`src/rtl/util_uart_pkg.sv`:
```
// Shared UART definitions: serializer FSM states and parity selection codes.
package util_uart_pkg;

  typedef enum logic [2:0] {
    ST_IDLE   = 3'd0,
    ST_START  = 3'd1,
    ST_DATA   = 3'd2,
    ST_PARITY = 3'd3,
    ST_STOP   = 3'd4
  } uart_state_e;

  localparam int PARITY_EVEN = 0;
  localparam int PARITY_ODD  = 1;

endpackage

```
`src/rtl/util_axis_uart_tx.sv`:
```
// AXI-stream to UART serializer. A one-word holding register sits between the
// stream handshake and the shift register so the next word can be queued while
// a frame is on the line, letting frames run back-to-back.
module util_axis_uart_tx
  import util_uart_pkg::*;
#(
  parameter int DATA_BITS   = 8,
  parameter int PARITY_ENA  = 0,
  parameter int PARITY_TYPE = 0,
  parameter int STOP_BITS   = 1
) (
  input  logic                 uart_clk,
  input  logic                 uart_rst,
  input  logic                 baud_ena,
  input  logic [DATA_BITS-1:0] s_axis_tdata,
  input  logic                 s_axis_tvalid,
  output logic                 s_axis_tready,
  output logic                 tx,
  output logic                 busy
);

  localparam int BIT_CNT_W  = $clog2(DATA_BITS);
  localparam int STOP_CNT_W = $clog2(STOP_BITS + 1);

  uart_state_e             state_q, state_d;
  logic                    tx_q, tx_d;
  logic                    busy_q, busy_d;
  logic                    tready_q, tready_d;
  logic                    hold_full_q, hold_full_d;
  logic [DATA_BITS-1:0]    hold_q, hold_d;
  logic [DATA_BITS-1:0]    shift_q, shift_d;
  logic                    par_q, par_d;
  logic [BIT_CNT_W-1:0]    bit_cnt_q, bit_cnt_d;
  logic [STOP_CNT_W-1:0]   stop_cnt_q, stop_cnt_d;
  logic                    pull;

  // Parity of a full data word; odd parity is the inverted XOR reduction.
  function automatic logic frame_parity(input logic [DATA_BITS-1:0] d);
    return (^d) ^ logic'(PARITY_TYPE == PARITY_ODD);
  endfunction

  // Next-state logic: stream handshake, word pull and bit sequencing on baud ticks.
  always_comb begin
    state_d     = state_q;
    tx_d        = tx_q;
    busy_d      = busy_q;
    hold_full_d = hold_full_q;
    hold_d      = hold_q;
    shift_d     = shift_q;
    par_d       = par_q;
    bit_cnt_d   = bit_cnt_q;
    stop_cnt_d  = stop_cnt_q;
    pull        = 1'b0;

    // tready mirrors an empty holding register, so accept and pull never coincide.
    if (s_axis_tvalid && tready_q) begin
      hold_full_d = 1'b1;
      hold_d      = s_axis_tdata;
    end

    if (baud_ena) begin
      case (state_q)
        ST_IDLE: begin
          if (hold_full_q) pull = 1'b1;
        end
        ST_START: begin
          tx_d      = shift_q[0];
          shift_d   = shift_q >> 1;
          bit_cnt_d = '0;
          state_d   = ST_DATA;
        end
        ST_DATA: begin
          if (bit_cnt_q == BIT_CNT_W'(DATA_BITS - 1)) begin
            if (PARITY_ENA != 0) begin
              tx_d    = par_q;
              state_d = ST_PARITY;
            end else begin
              tx_d       = 1'b1;
              stop_cnt_d = '0;
              state_d    = ST_STOP;
            end
          end else begin
            tx_d      = shift_q[0];
            shift_d   = shift_q >> 1;
            bit_cnt_d = bit_cnt_q + BIT_CNT_W'(1);
          end
        end
        ST_PARITY: begin
          tx_d       = 1'b1;
          stop_cnt_d = '0;
          state_d    = ST_STOP;
        end
        ST_STOP: begin
          if (stop_cnt_q == STOP_CNT_W'(STOP_BITS - 1)) begin
            if (hold_full_q) begin
              pull = 1'b1;
            end else begin
              tx_d    = 1'b1;
              busy_d  = 1'b0;
              state_d = ST_IDLE;
            end
          end else begin
            stop_cnt_d = stop_cnt_q + STOP_CNT_W'(1);
          end
        end
        default: state_d = ST_IDLE;
      endcase
    end

    // Moving the held word into the shift register starts a new frame.
    if (pull) begin
      hold_full_d = 1'b0;
      shift_d     = hold_q;
      par_d       = frame_parity(hold_q);
      tx_d        = 1'b0;
      busy_d      = 1'b1;
      state_d     = ST_START;
    end

    tready_d = ~hold_full_d;
  end

  // Control registers: reset returns the line to idle and flushes the holding slot.
  always_ff @(posedge uart_clk) begin
    if (uart_rst) begin
      state_q     <= ST_IDLE;
      tx_q        <= 1'b1;
      busy_q      <= 1'b0;
      tready_q    <= 1'b0;
      hold_full_q <= 1'b0;
      bit_cnt_q   <= '0;
      stop_cnt_q  <= '0;
    end else begin
      state_q     <= state_d;
      tx_q        <= tx_d;
      busy_q      <= busy_d;
      tready_q    <= tready_d;
      hold_full_q <= hold_full_d;
      bit_cnt_q   <= bit_cnt_d;
      stop_cnt_q  <= stop_cnt_d;
    end
  end

  // Data registers: contents only matter while the matching flag/state says so.
  always_ff @(posedge uart_clk) begin
    hold_q  <= hold_d;
    shift_q <= shift_d;
    par_q   <= par_d;
  end

  assign s_axis_tready = tready_q;
  assign tx            = tx_q;
  assign busy          = busy_q;

endmodule

```
`config.mk`:
```
export PLATFORM = sky130hd
export DESIGN_NAME = util_axis_uart_tx
export DESIGN_NICKNAME = d
export VERILOG_FILES = /design/src/rtl/util_uart_pkg.sv /design/src/rtl/util_axis_uart_tx.sv
export SDC_FILE = /design/constraint.sdc
export NUM_CORES = 1
export LEC_CHECK = 0
export ABC_CLOCK_PERIOD_IN_PS = 4670
export CORE_MARGIN = 10
export CORE_UTILIZATION = 23
export CTS_BUF_LIST = sky130_fd_sc_hd__clkbuf_8
export CTS_CLUSTER_SIZE = 40
export DETAILED_ROUTE_END_ITERATION = 16
export PLACE_DENSITY = 0.38
export SYNTH_ARGS = -nofsm -noshare
export SYNTH_HDL_FRONTEND = slang
export SYNTH_SLANG_ARGS = --single-unit
```
`constraint.sdc`:
```
create_clock -name uart_clk -period 4.67 [get_ports uart_clk]
set_input_delay 0.934 -clock uart_clk [delete_from_list [all_inputs] [get_ports uart_clk]]
set_output_delay 0.934 -clock uart_clk [all_outputs]
set_load 0.03 [all_outputs]
```
==> results.txt, run 1 <==
status: complete, no violations
mux cell area share after synthesis: 12.04%
top post-synthesis cells by area: edfxtp_1 (42%), dfxtp_1 (17%), mux2_4 (6.5%)
Die Width: 90.82 um
Synth Register Bits: 26
GRT Total Usage: 4.949%
Initial DRC Count: 17
CP bufs+invs: 1
clock latency on the worst-skew pair: 0.27 ns
routed vias/inst: 3.982
top cell type's share of synthesized area: 41.65%
R2R Setup Slk: 2.92 ns
Max stage delay on crit path: 0.64 ns
hold depth: 1
hold endpoint: tx
CTS tree: yes
CP arrival: 2.35 ns
vias in the first global route: 685
Final setup violation count: 0
Worst-Margin Slew: 0.4014 ns
FF-to-FF path depth: 5
synth warn: 0
CTS Sinks: 26
critical path fanouts, max: 12
PostCTS Resize Cnt: 0
IO Pins: 15
syn_area_per_cell: 13.90 um2
Routed WL: 1971 um
max_cap viols: 0
post-synthesis xor/xnor area fraction: 0%
type of the most critical hold path: reg -> reg
Crit-path slowest cell: clkdlybuf4s50_1
Synth Area in Simple Gates: 17.35%
global-route wire length before repair: 3291 um
Synth Area in Adders: 2.169%
compound-cell area share of the yosys netlist: 5.857%
Starting Density: 24.10%
RSZ-0062 raised after global routing: no
Worst Skew: 0.003055 ns
pin count of the biggest net entering global routing: 15
DRC viols: 0
Req. time, crit path: 4.69 ns
# Post-CTS Setup Buffers: 0
initial antenna violation count: 0
critical path, cell by cell: clkdlybuf4s50_1, and4bb_4, mux2_1
P&R area growth vs syn: 19.74%
HPWL after DPL: 1449 um
routed via count: 649
period utilisation layout: 49.96%
Die ar.: 0.008248 mm2
final setup TNS: 0 ns
antenna diode count: 0
layout cells sized above 1: 14.58%
CP Capture Type: flop
Util after Layout: 28.86%
H-tree levels: 1
total iterations of the first detailed-routing run: 4
CTS Buffer Depth: 2
Die H: 90.82 um
Final Hold Viols: 0
Port Buffers: 14
PD cells: 314.1 mW/mm2
Synth Instances: 83
Rel. slew slack: 73.16%
max-slew violation count: 0
Multi-input gate area: 431.7 um2
post-synth top area cell: edfxtp_1
Reg area: 680.7 um2
post-route minimum period: 2.333 ns
worst r2r src: bit_cnt_q[0]
f_max: 0.4286 GHz
wire per inst: 12.09 um
Syn Nets: 97
crit-path leading delay family: buffers and inverters
CP Launch Type: primary input
Pleak: 0.4836 nW
Detail Route Antenna Nets: 0
Placer Congestion: 0.6632
register area share after synthesis: 59.00%
# rows: 25
TritonCTS Buffers: 3
Peak VDD IR: 0.0001330 V
Hold Startpoint: tx
core area: 0.004786 mm2
cts hold-fix bufs: 0
Clock transition at path regs: 0.08 ns
# fillers: 495
largest family of logic cells by synthesized area: simple AND/OR/NAND/NOR gates
Crit Path Category: in -> reg
worst r2r dst: shift_q[5]
gr ovfl total: 0
Mapped Area: 0.001154 mm2
post-synthesis cell type count: 33
Root Buffer: clkbuf_8
# nets final: 111
[cell families after synthesis]
family	count (synthesis)
and+or+nand+nor	29
DFF	26
muxes	11
AOI/OAI and AO/OA	10
buffers and inverters	5
adders and majority gates	2
[worst max path at each step]
stage	depth (start not counted)	to	start
after floorplan	4	shift_q[1]	baud_ena
after global placement	3	shift_q[6]	baud_ena
after detailed placement	3	shift_q[6]	baud_ena
after CTS	3	shift_q[6]	baud_ena
after global routing	3	shift_q[6]	baud_ena
final	3	shift_q[6]	baud_ena
[cell usage in the layout, fill, tap and decap left out, types with 2 or more instances in the layout]
cell and n:
clkdlybuf4s50_1 14, nand3_1 2, clkbuf_8 3, mux2i_1 3, nor3b_1 2, and2_1 2
a21oi_1 4, nand2_1 3, mux2_4 5, edfxtp_1 16, nand2b_1 5, nor2_1 3
nor2b_1 2, mux2_1 2, nor3_1 2, dfxtp_1 10, ha_1 2
[sequential cells by signal (all words and copies together) (netlist names)]
signal         count
hold_q             8
shift_q            8
bit_cnt_q          3
state_q            3
busy               1
hold_full_q        1
s_axis_tready      1
tx                 1
[layer usage]
metal | global-route usage (%) | up-vias | wire length [um]
met3 | 1.746 | 4 | 73
met2 | 7.452 | 14 | 909
met1 | 5.835 | 301 | 948
li1 | - | 330 | -
met4 | 3.133 | 0 | 39
met5 | 0 | - | 0
[power breakdown]
group	switching [mW]	internal [mW]	leakage (nW)	total [mW]
registers	0.00586	0.256	0.228	0.262
logic	0.0198	0.0248	0.228	0.0446
clock network	0.0683	0.0588	0.0269	0.127
total	0.0940	0.340	0.484	0.434
[Yosys cell counts (all sizes together)]
cell,count
and2,2
mux2i,3
nand2,3
nand3,2
clkbuf,1
o21ai,2
nor3,2
ha,2
a211oi,1
nor2,3
nand4bb,1
nand2b,5
o211ai,1
or2b,1
and4bb,1
mux2,8
nor2b,2
or4,1
o21bai,1
a21oi,4
a2111o,1
buf,4
nor3b,3
edfxtp,16
or2,1
nor4b,1
dfxtp,10
and3b,1
[stage by stage]
step	hold WS, ns	setup slack [ns]	power [mW]	cell area, um2	cells
3_5_place_dp	0.4646	2.043	0.3135	1336	159
2_1_floorplan	0.4560	2.669	0.2961	1154	83
3_3_place_gp	0.4601	2.085	0.3128	1336	159
4_1_cts	0.4862	2.342	0.4432	1381	163
6_report	0.4757	2.337	0.4339	1381	163
5_1_grt	0.4969	2.285	0.4577	1381	163
[area by class of cell]
type	instances	share of cell area, %
clock buffers	3	2.989
clock inverters	1	0.2717
multi-input cells	52	31.25
flip-flops and latches	26	49.28
well taps	67	6.069
repair buffers	14	10.14
Note: power is estimated with default switching activity, not from simulation.
==> run 2: changes to the inputs <==
--- a/config.mk
+++ b/config.mk
@@ -5,7 +5,7 @@
 export SDC_FILE = /design/constraint.sdc
 export NUM_CORES = 1
 export LEC_CHECK = 0
-export ABC_CLOCK_PERIOD_IN_PS = 4670
+export ABC_CLOCK_PERIOD_IN_PS = 2250
 export CORE_MARGIN = 10
 export CORE_UTILIZATION = 23
 export CTS_BUF_LIST = sky130_fd_sc_hd__clkbuf_8
==> constraint.sdc (replaced) <==
create_clock -name uart_clk -period 2.25 [get_ports uart_clk]
set_input_delay 0.45 -clock uart_clk [delete_from_list [all_inputs] [get_ports uart_clk]]
set_output_delay 0.45 -clock uart_clk [all_outputs]
set_load 0.03 [all_outputs]
==> results.txt, run 2 (synthesized netlist as in run 1, its figures left out) <==
FF-to-FF path depth: 5 (unchanged)
Req. time, crit path: 2.28 ns (-2.41 ns)
# fillers: 499 (+0.81%)
HPWL after DPL: 1411 um (-2.6%)
Worst Skew: 0.009665 ns (+0.006611 ns)
worst r2r src: bit_cnt_q[0]
routed vias/inst: 4.055 (+1.8%)
Sw Share: 19.68% (-2.0 points)
final setup TNS: 0 ns (unchanged)
Initial DRC Count: 27 (+10)
routed via count: 665 (+2.5%)
worst r2r dst: shift_q[2]
vias in the first global route: 670 (-2.2%)
initial antenna violation count: 0 (unchanged)
Top Registers: hold_q: 8 flops, shift_q: 8 flops
Detail Route Antenna Nets: 0 (unchanged)
Routed WL: 1960 um (-0.56%)
TritonCTS Buffers: 3 (unchanged)
antenna diode count: 0 (unchanged)
max_cap viols: 0 (unchanged)
placed cell count: 160 (+0.63%)
Hold Startpoint: tx
non-filler instance count after layout: 164 (+0.61%)
# rows: 25 (unchanged)
clock latency on the worst-skew pair: 0.27 ns (about the same)
hold endpoint: tx
Port Buffers: 14 (unchanged)
period utilisation layout: 80.95%
most frequent cells in the layout: edfxtp_1 (16), clkdlybuf4s50_1 (14), dfxtp_1 (10)
Final Hold Viols: 0 (unchanged)
sequential share of power: 53.1% (-7.3 points)
Rel. slew slack: 72.92% (-0.23 points)
CTS tree: yes
type of the most critical hold path: reg -> reg
layout cells sized above 1: 16.49% (+1.9 points)
Final setup violation count: 0 (unchanged)
global-route wire length before repair: 3270 um (-0.64%)
Peak VDD IR: 0.0003739 V (+180%)
CTS Sinks: 26 (unchanged)
Die Width: 90.82 um (unchanged)
max-slew violation count: 0 (unchanged)
CP Launch Type: primary input
status: complete, no violations
Die ar.: 0.008248 mm2 (unchanged)
wire per inst: 11.95 um (-1.2%)
Clock Power Share: 37.7% (+8.4 points)
PD cells: 723.7 mW/mm2 (+130%)
pin count of the biggest net entering global routing: 16 (+1)
f_max: 0.5491 GHz
Pleak: 0.4972 nW (+2.8%)
RSZ-0062 raised after global routing: no
CP arrival: 1.85 ns (-0.50 ns)
core area: 0.004786 mm2 (unchanged)
GRT Total Usage: 5.037% (+0.088 points)
leading cell type in the layout, fill and taps excluded: edfxtp_1
CTS Buffer Depth: 2 (unchanged)
CP Capture Type: flop
Worst-Margin Slew: 0.4056 ns (+0.004208 ns)
R2R Setup Slk: 0.51 ns (-2.41 ns)
combinational share of power: 9.2% (-1.1 points)
Root Buffer: clkbuf_8
DRC viols: 0 (unchanged)
Clock transition at path regs: 0.10 ns (+0.02 ns)
hold depth: 1 (unchanged)
# nets final: 112 (+0.90%)
Switching Power: 0.2015 mW (+110%)
Placer Congestion: 0.6614 (-0.27%)
Tot Pwr: 1.024 mW (+140%)
Util after Layout: 29.57% (+0.71 points)
PostCTS Resize Cnt: 0 (unchanged)
post-route minimum period: 1.821 ns
total iterations of the first detailed-routing run: 4 (unchanged)
# Post-CTS Setup Buffers: 0 (unchanged)
cts hold-fix bufs: 0 (unchanged)
IO Pins: 15 (unchanged)
internal power: 0.8226 mW (+140%)
Die H: 90.82 um (unchanged)
Crit Path Category: in -> reg
Starting Density: 24.10% (unchanged)
H-tree levels: 1 (unchanged)
P&R area growth vs syn: 22.67%
critical path fanouts, max: 12 (unchanged)
gr ovfl total: 0 (unchanged)
==> run 2: changes by cell type in the layout (fill, tap and decap cells not counted), sizes merged <==
cell	change
buf	+1
bufinv	+1
inv	-1
==> run 2: worst max-delay path: stages <==
cell	delay [ns]
clkdlybuf4s50_1	0.62
and4bb_4	0.43
mux2_1	0.35
==> run 2: area by class of cell <==
class | instances | area [um2] | share of cell area [%]
Timing Repair Buffer | 15 | 147.6 | 10.43
Sequential cell | 26 | 680.7 | 48.10
Clock inverter | 1 | 30.03 | 2.122
Clock buffer | 3 | 41.29 | 2.918
Tap cell | 67 | 83.83 | 5.924
Multi-Input combinational cell | 52 | 431.7 | 30.50
==> run 2: metrics by stage <==
stage / hold slack [ns] / setup WS (ns) / cell area [um2]
global route: 0.5127 / 0.3721 / 1415
CTS: 0.4849 / 0.4185 / 1415
global placement: 0.4610 / 0.1489 / 1344
detailed placement: 0.4604 / 0.1215 / 1344
finish: 0.4785 / 0.4287 / 1415
floorplan: 0.4560 / 0.6802 / 1154
==> run 2: per-layer routing <==
layer / part of all wire [%] / vias to the layer above / track usage [%] / routed length [um]
met5: 0 / - / 0 / 0
met4: 1.9 / 0 / 2.742 / 38
met3: 4.4 / 5 / 2.411 / 86
met2: 46 / 13 / 7.151 / 895
met1: 48 / 317 / 6.085 / 940
li1: - / 330 / - / -
==> run 2: how the worst max path moves through the flow <==
| stage | start | end | depth (start not counted) |
|---|---|---|---|
| after floorplan | bit_cnt_q[0] | shift_q[0] | 5 |
| after global placement | baud_ena | shift_q[6] | 3 |
| after detailed placement | baud_ena | shift_q[6] | 3 |
| after CTS | baud_ena | shift_q[6] | 3 |
| after global routing | bit_cnt_q[0] | shift_q[2] | 5 |
| final | baud_ena | shift_q[6] | 3 |
==> run 2: power groups by stage <==
stage / Combinational (mW) / Clock, mW / Sequential, mW
2_1_floorplan: 0.0566 / 0 / 0.558
3_3_place_gp: 0.0954 / 0 / 0.555
3_5_place_dp: 0.0965 / 0 / 0.555
4_1_cts: 0.0963 / 0.403 / 0.544
5_1_grt: 0.102 / 0.425 / 0.547
6_report: 0.0938 / 0.386 / 0.544
==> run 3: changes to the inputs <==
--- a/config.mk
+++ b/config.mk
@@ -5,13 +5,13 @@
 export SDC_FILE = /design/constraint.sdc
 export NUM_CORES = 1
 export LEC_CHECK = 0
-export ABC_CLOCK_PERIOD_IN_PS = 2250
+export ABC_CLOCK_PERIOD_IN_PS = 1660
 export CORE_MARGIN = 10
 export CORE_UTILIZATION = 23
 export CTS_BUF_LIST = sky130_fd_sc_hd__clkbuf_8
 export CTS_CLUSTER_SIZE = 40
 export DETAILED_ROUTE_END_ITERATION = 16
-export PLACE_DENSITY = 0.38
+export PLACE_DENSITY = 0.39
 export SYNTH_ARGS = -nofsm -noshare
 export SYNTH_HDL_FRONTEND = slang
 export SYNTH_SLANG_ARGS = --single-unit
==> constraint.sdc (replaced) <==
create_clock -name uart_clk -period 1.66 [get_ports uart_clk]
set_input_delay 0.332 -clock uart_clk [delete_from_list [all_inputs] [get_ports uart_clk]]
set_output_delay 0.332 -clock uart_clk [all_outputs]
set_load 0.03 [all_outputs]
==> results.txt, run 3 (synthesized netlist as in run 1, its figures left out) <==
Final Hold Viols: 0 (unchanged)
routed via count: 691 (+3.9%)
sequential share of power: 58.6% (+5.5 points)
P&R area growth vs syn: 28.09%
Die Width: 90.82 um (unchanged)
HPWL after DPL: 1549 um (+9.8%)
Worst Skew: 0.006810 ns (-0.002855 ns)
Placer Congestion: 0.7421 (+12%)
Switching Power: 0.2750 mW (+36%)
Worst-Margin Slew: 0.3829 ns (-0.02266 ns)
initial antenna violation count: 0 (unchanged)
Util after Layout: 30.88% (+1.3 points)
critical path, cell by cell: clkdlybuf4s50_1
Port Buffers: 14 (unchanged)
Initial DRC Count: 19 (-30%)
antenna diode count: 0 (unchanged)
global-route wire length before repair: 3719 um (+14%)
CP bufs+invs: 1 (unchanged)
Max stage delay on crit path: 0.68 ns (+0.06 ns)
CTS Buffer Depth: 2 (unchanged)
worst r2r src: bit_cnt_q[0]
internal power: 0.9773 mW (+19%)
DRC viols: 0 (unchanged)
period utilisation layout: 97.39%
Rel. slew slack: 74.40% (+1.5 points)
H-tree levels: 1 (unchanged)
Root Buffer: clkbuf_8
crit-path leading delay family: buffers and inverters
CP Capture Type: output port
Final setup violation count: 0 (unchanged)
cts hold-fix bufs: 0 (unchanged)
type of the most critical hold path: reg -> reg
max-slew violation count: 0 (unchanged)
Crit-path slowest cell: clkdlybuf4s50_1
Die ar.: 0.008248 mm2 (unchanged)
gr ovfl total: 0 (unchanged)
TritonCTS Buffers: 3 (unchanged)
max_cap viols: 0 (unchanged)
Hold WS: 0.4808 ns (+0.002264 ns)
Clock transition at path regs: 0.09 ns (about the same)
most frequent cells in the layout: edfxtp_1 (16), clkdlybuf4s50_1 (14), dfxtp_1 (10)
Sw Share: 21.96% (+2.3 points)
Hold Startpoint: tx
Starting Density: 24.10% (unchanged)
Req. time, crit path: 1.33 ns (-0.95 ns)
R2R Setup Slk: 0.08 ns (-0.43 ns)
# rows: 25 (unchanged)
pin count of the biggest net entering global routing: 15 (-1)
f_max: 0.6186 GHz
CTS tree: yes
Routed WL: 2117 um (+8.0%)
clock latency on the worst-skew pair: 0.27 ns (about the same)
IO Pins: 15 (unchanged)
leading cell type in the layout, fill and taps excluded: edfxtp_1
critical path fanouts, max: 2 (-10)
routed vias/inst: 3.994 (-1.5%)
total iterations of the first detailed-routing run: 2 (-2)
Top Registers: hold_q: 8 flops, shift_q: 8 flops
wire per inst: 12.24 um (+2.4%)
Clock Power Share: 28.9% (-8.8 points)
vias in the first global route: 776 (+16%)
post-route minimum period: 1.617 ns
Pleak: 0.5313 nW (+6.8%)
# nets final: 121 (+8.0%)
Crit Path Category: reg -> out
Detail Route Antenna Nets: 0 (unchanged)
FF-to-FF path depth: 6 (+1)
CP Launch Type: flop
CTS Sinks: 26 (unchanged)
hold depth: 1 (unchanged)
layout cells sized above 1: 23.58% (+7.1 points)
status: complete, no violations
core area: 0.004786 mm2 (unchanged)
combinational share of power: 12.5% (+3.3 points)
GRT Total Usage: 5.532% (+0.49 points)
hold endpoint: tx
Die H: 90.82 um (unchanged)
# fillers: 497 (-0.40%)
Peak VDD IR: 0.0003166 V (-15%)
PD cells: 847.5 mW/mm2 (+17%)
CP arrival: 1.28 ns (-0.57 ns)
worst r2r dst: shift_q[3]
## run 3: changes by cell type in the layout (fill, tap and decap cells not counted), sizes merged
cell / previous run / this run
inv: 0 / 1
bufinv: 1 / 0
buf: 1 / 10
## run 3: how the worst max path moves through the flow
stage / to / startpoint / depth (start not counted)
final: s_axis_tready / s_axis_tready / 1
after global routing: shift_q[3] / bit_cnt_q[0] / 6
after CTS: s_axis_tready / s_axis_tready / 1
after detailed placement: shift_q[6] / baud_ena / 3
after global placement: shift_q[0] / baud_ena / 3
after floorplan: shift_q[0] / bit_cnt_q[0] / 5
## run 3: final cells by class
cell class	count	area, um2	area share, %
repair buffers	24	227.7	15.41
clock inverters	1	3.754	0.2540
well taps	67	83.83	5.673
clock buffers	3	41.29	2.794
multi-input cells	52	440.4	29.81
flip-flops and latches	26	680.7	46.06
## run 3: per-layer routing
metal / up-vias / GRT usage [%] / wire length [um]
li1: 349 / - / -
met1: 326 / 6.616 / 976
met2: 14 / 8.534 / 989
met3: 2 / 2.743 / 129
met4: 0 / 1.567 / 23
met5: - / 0 / 0
## run 3: power groups by stage
| stage | Sequential (mW) | Combinational, mW | Clock, mW |
|---|---|---|---|
| 4_1_cts | 0.734 | 0.157 | 0.390 |
| 6_report | 0.733 | 0.156 | 0.362 |
| 3_5_place_dp | 0.748 | 0.157 | 0 |
| 5_1_grt | 0.738 | 0.170 | 0.409 |
| 2_1_floorplan | 0.756 | 0.0767 | 0 |
| 3_3_place_gp | 0.749 | 0.154 | 0 |
## run 3: through the flow
stage / std cells / total power [mW] / area, um2 / TNS, ns / worst slack [ns]
global placement: 168 / 0.9029 / 1416 / -2.439 / -0.2267
finish: 173 / 1.252 / 1478 / 0 / 0.04338
CTS: 172 / 1.281 / 1461 / 0 / 0.02203
global route: 173 / 1.317 / 1478 / -0.007816 / -0.002984
detailed placement: 168 / 0.9050 / 1416 / -2.577 / -0.2551
floorplan: 83 / 0.8329 / 1154 / 0 / 0.09021
## run 3: repair_timing
item	in CTS	in global routing
resized for setup	0	2
endpoints found under the setup margin	0	8
setup buffers	0	1
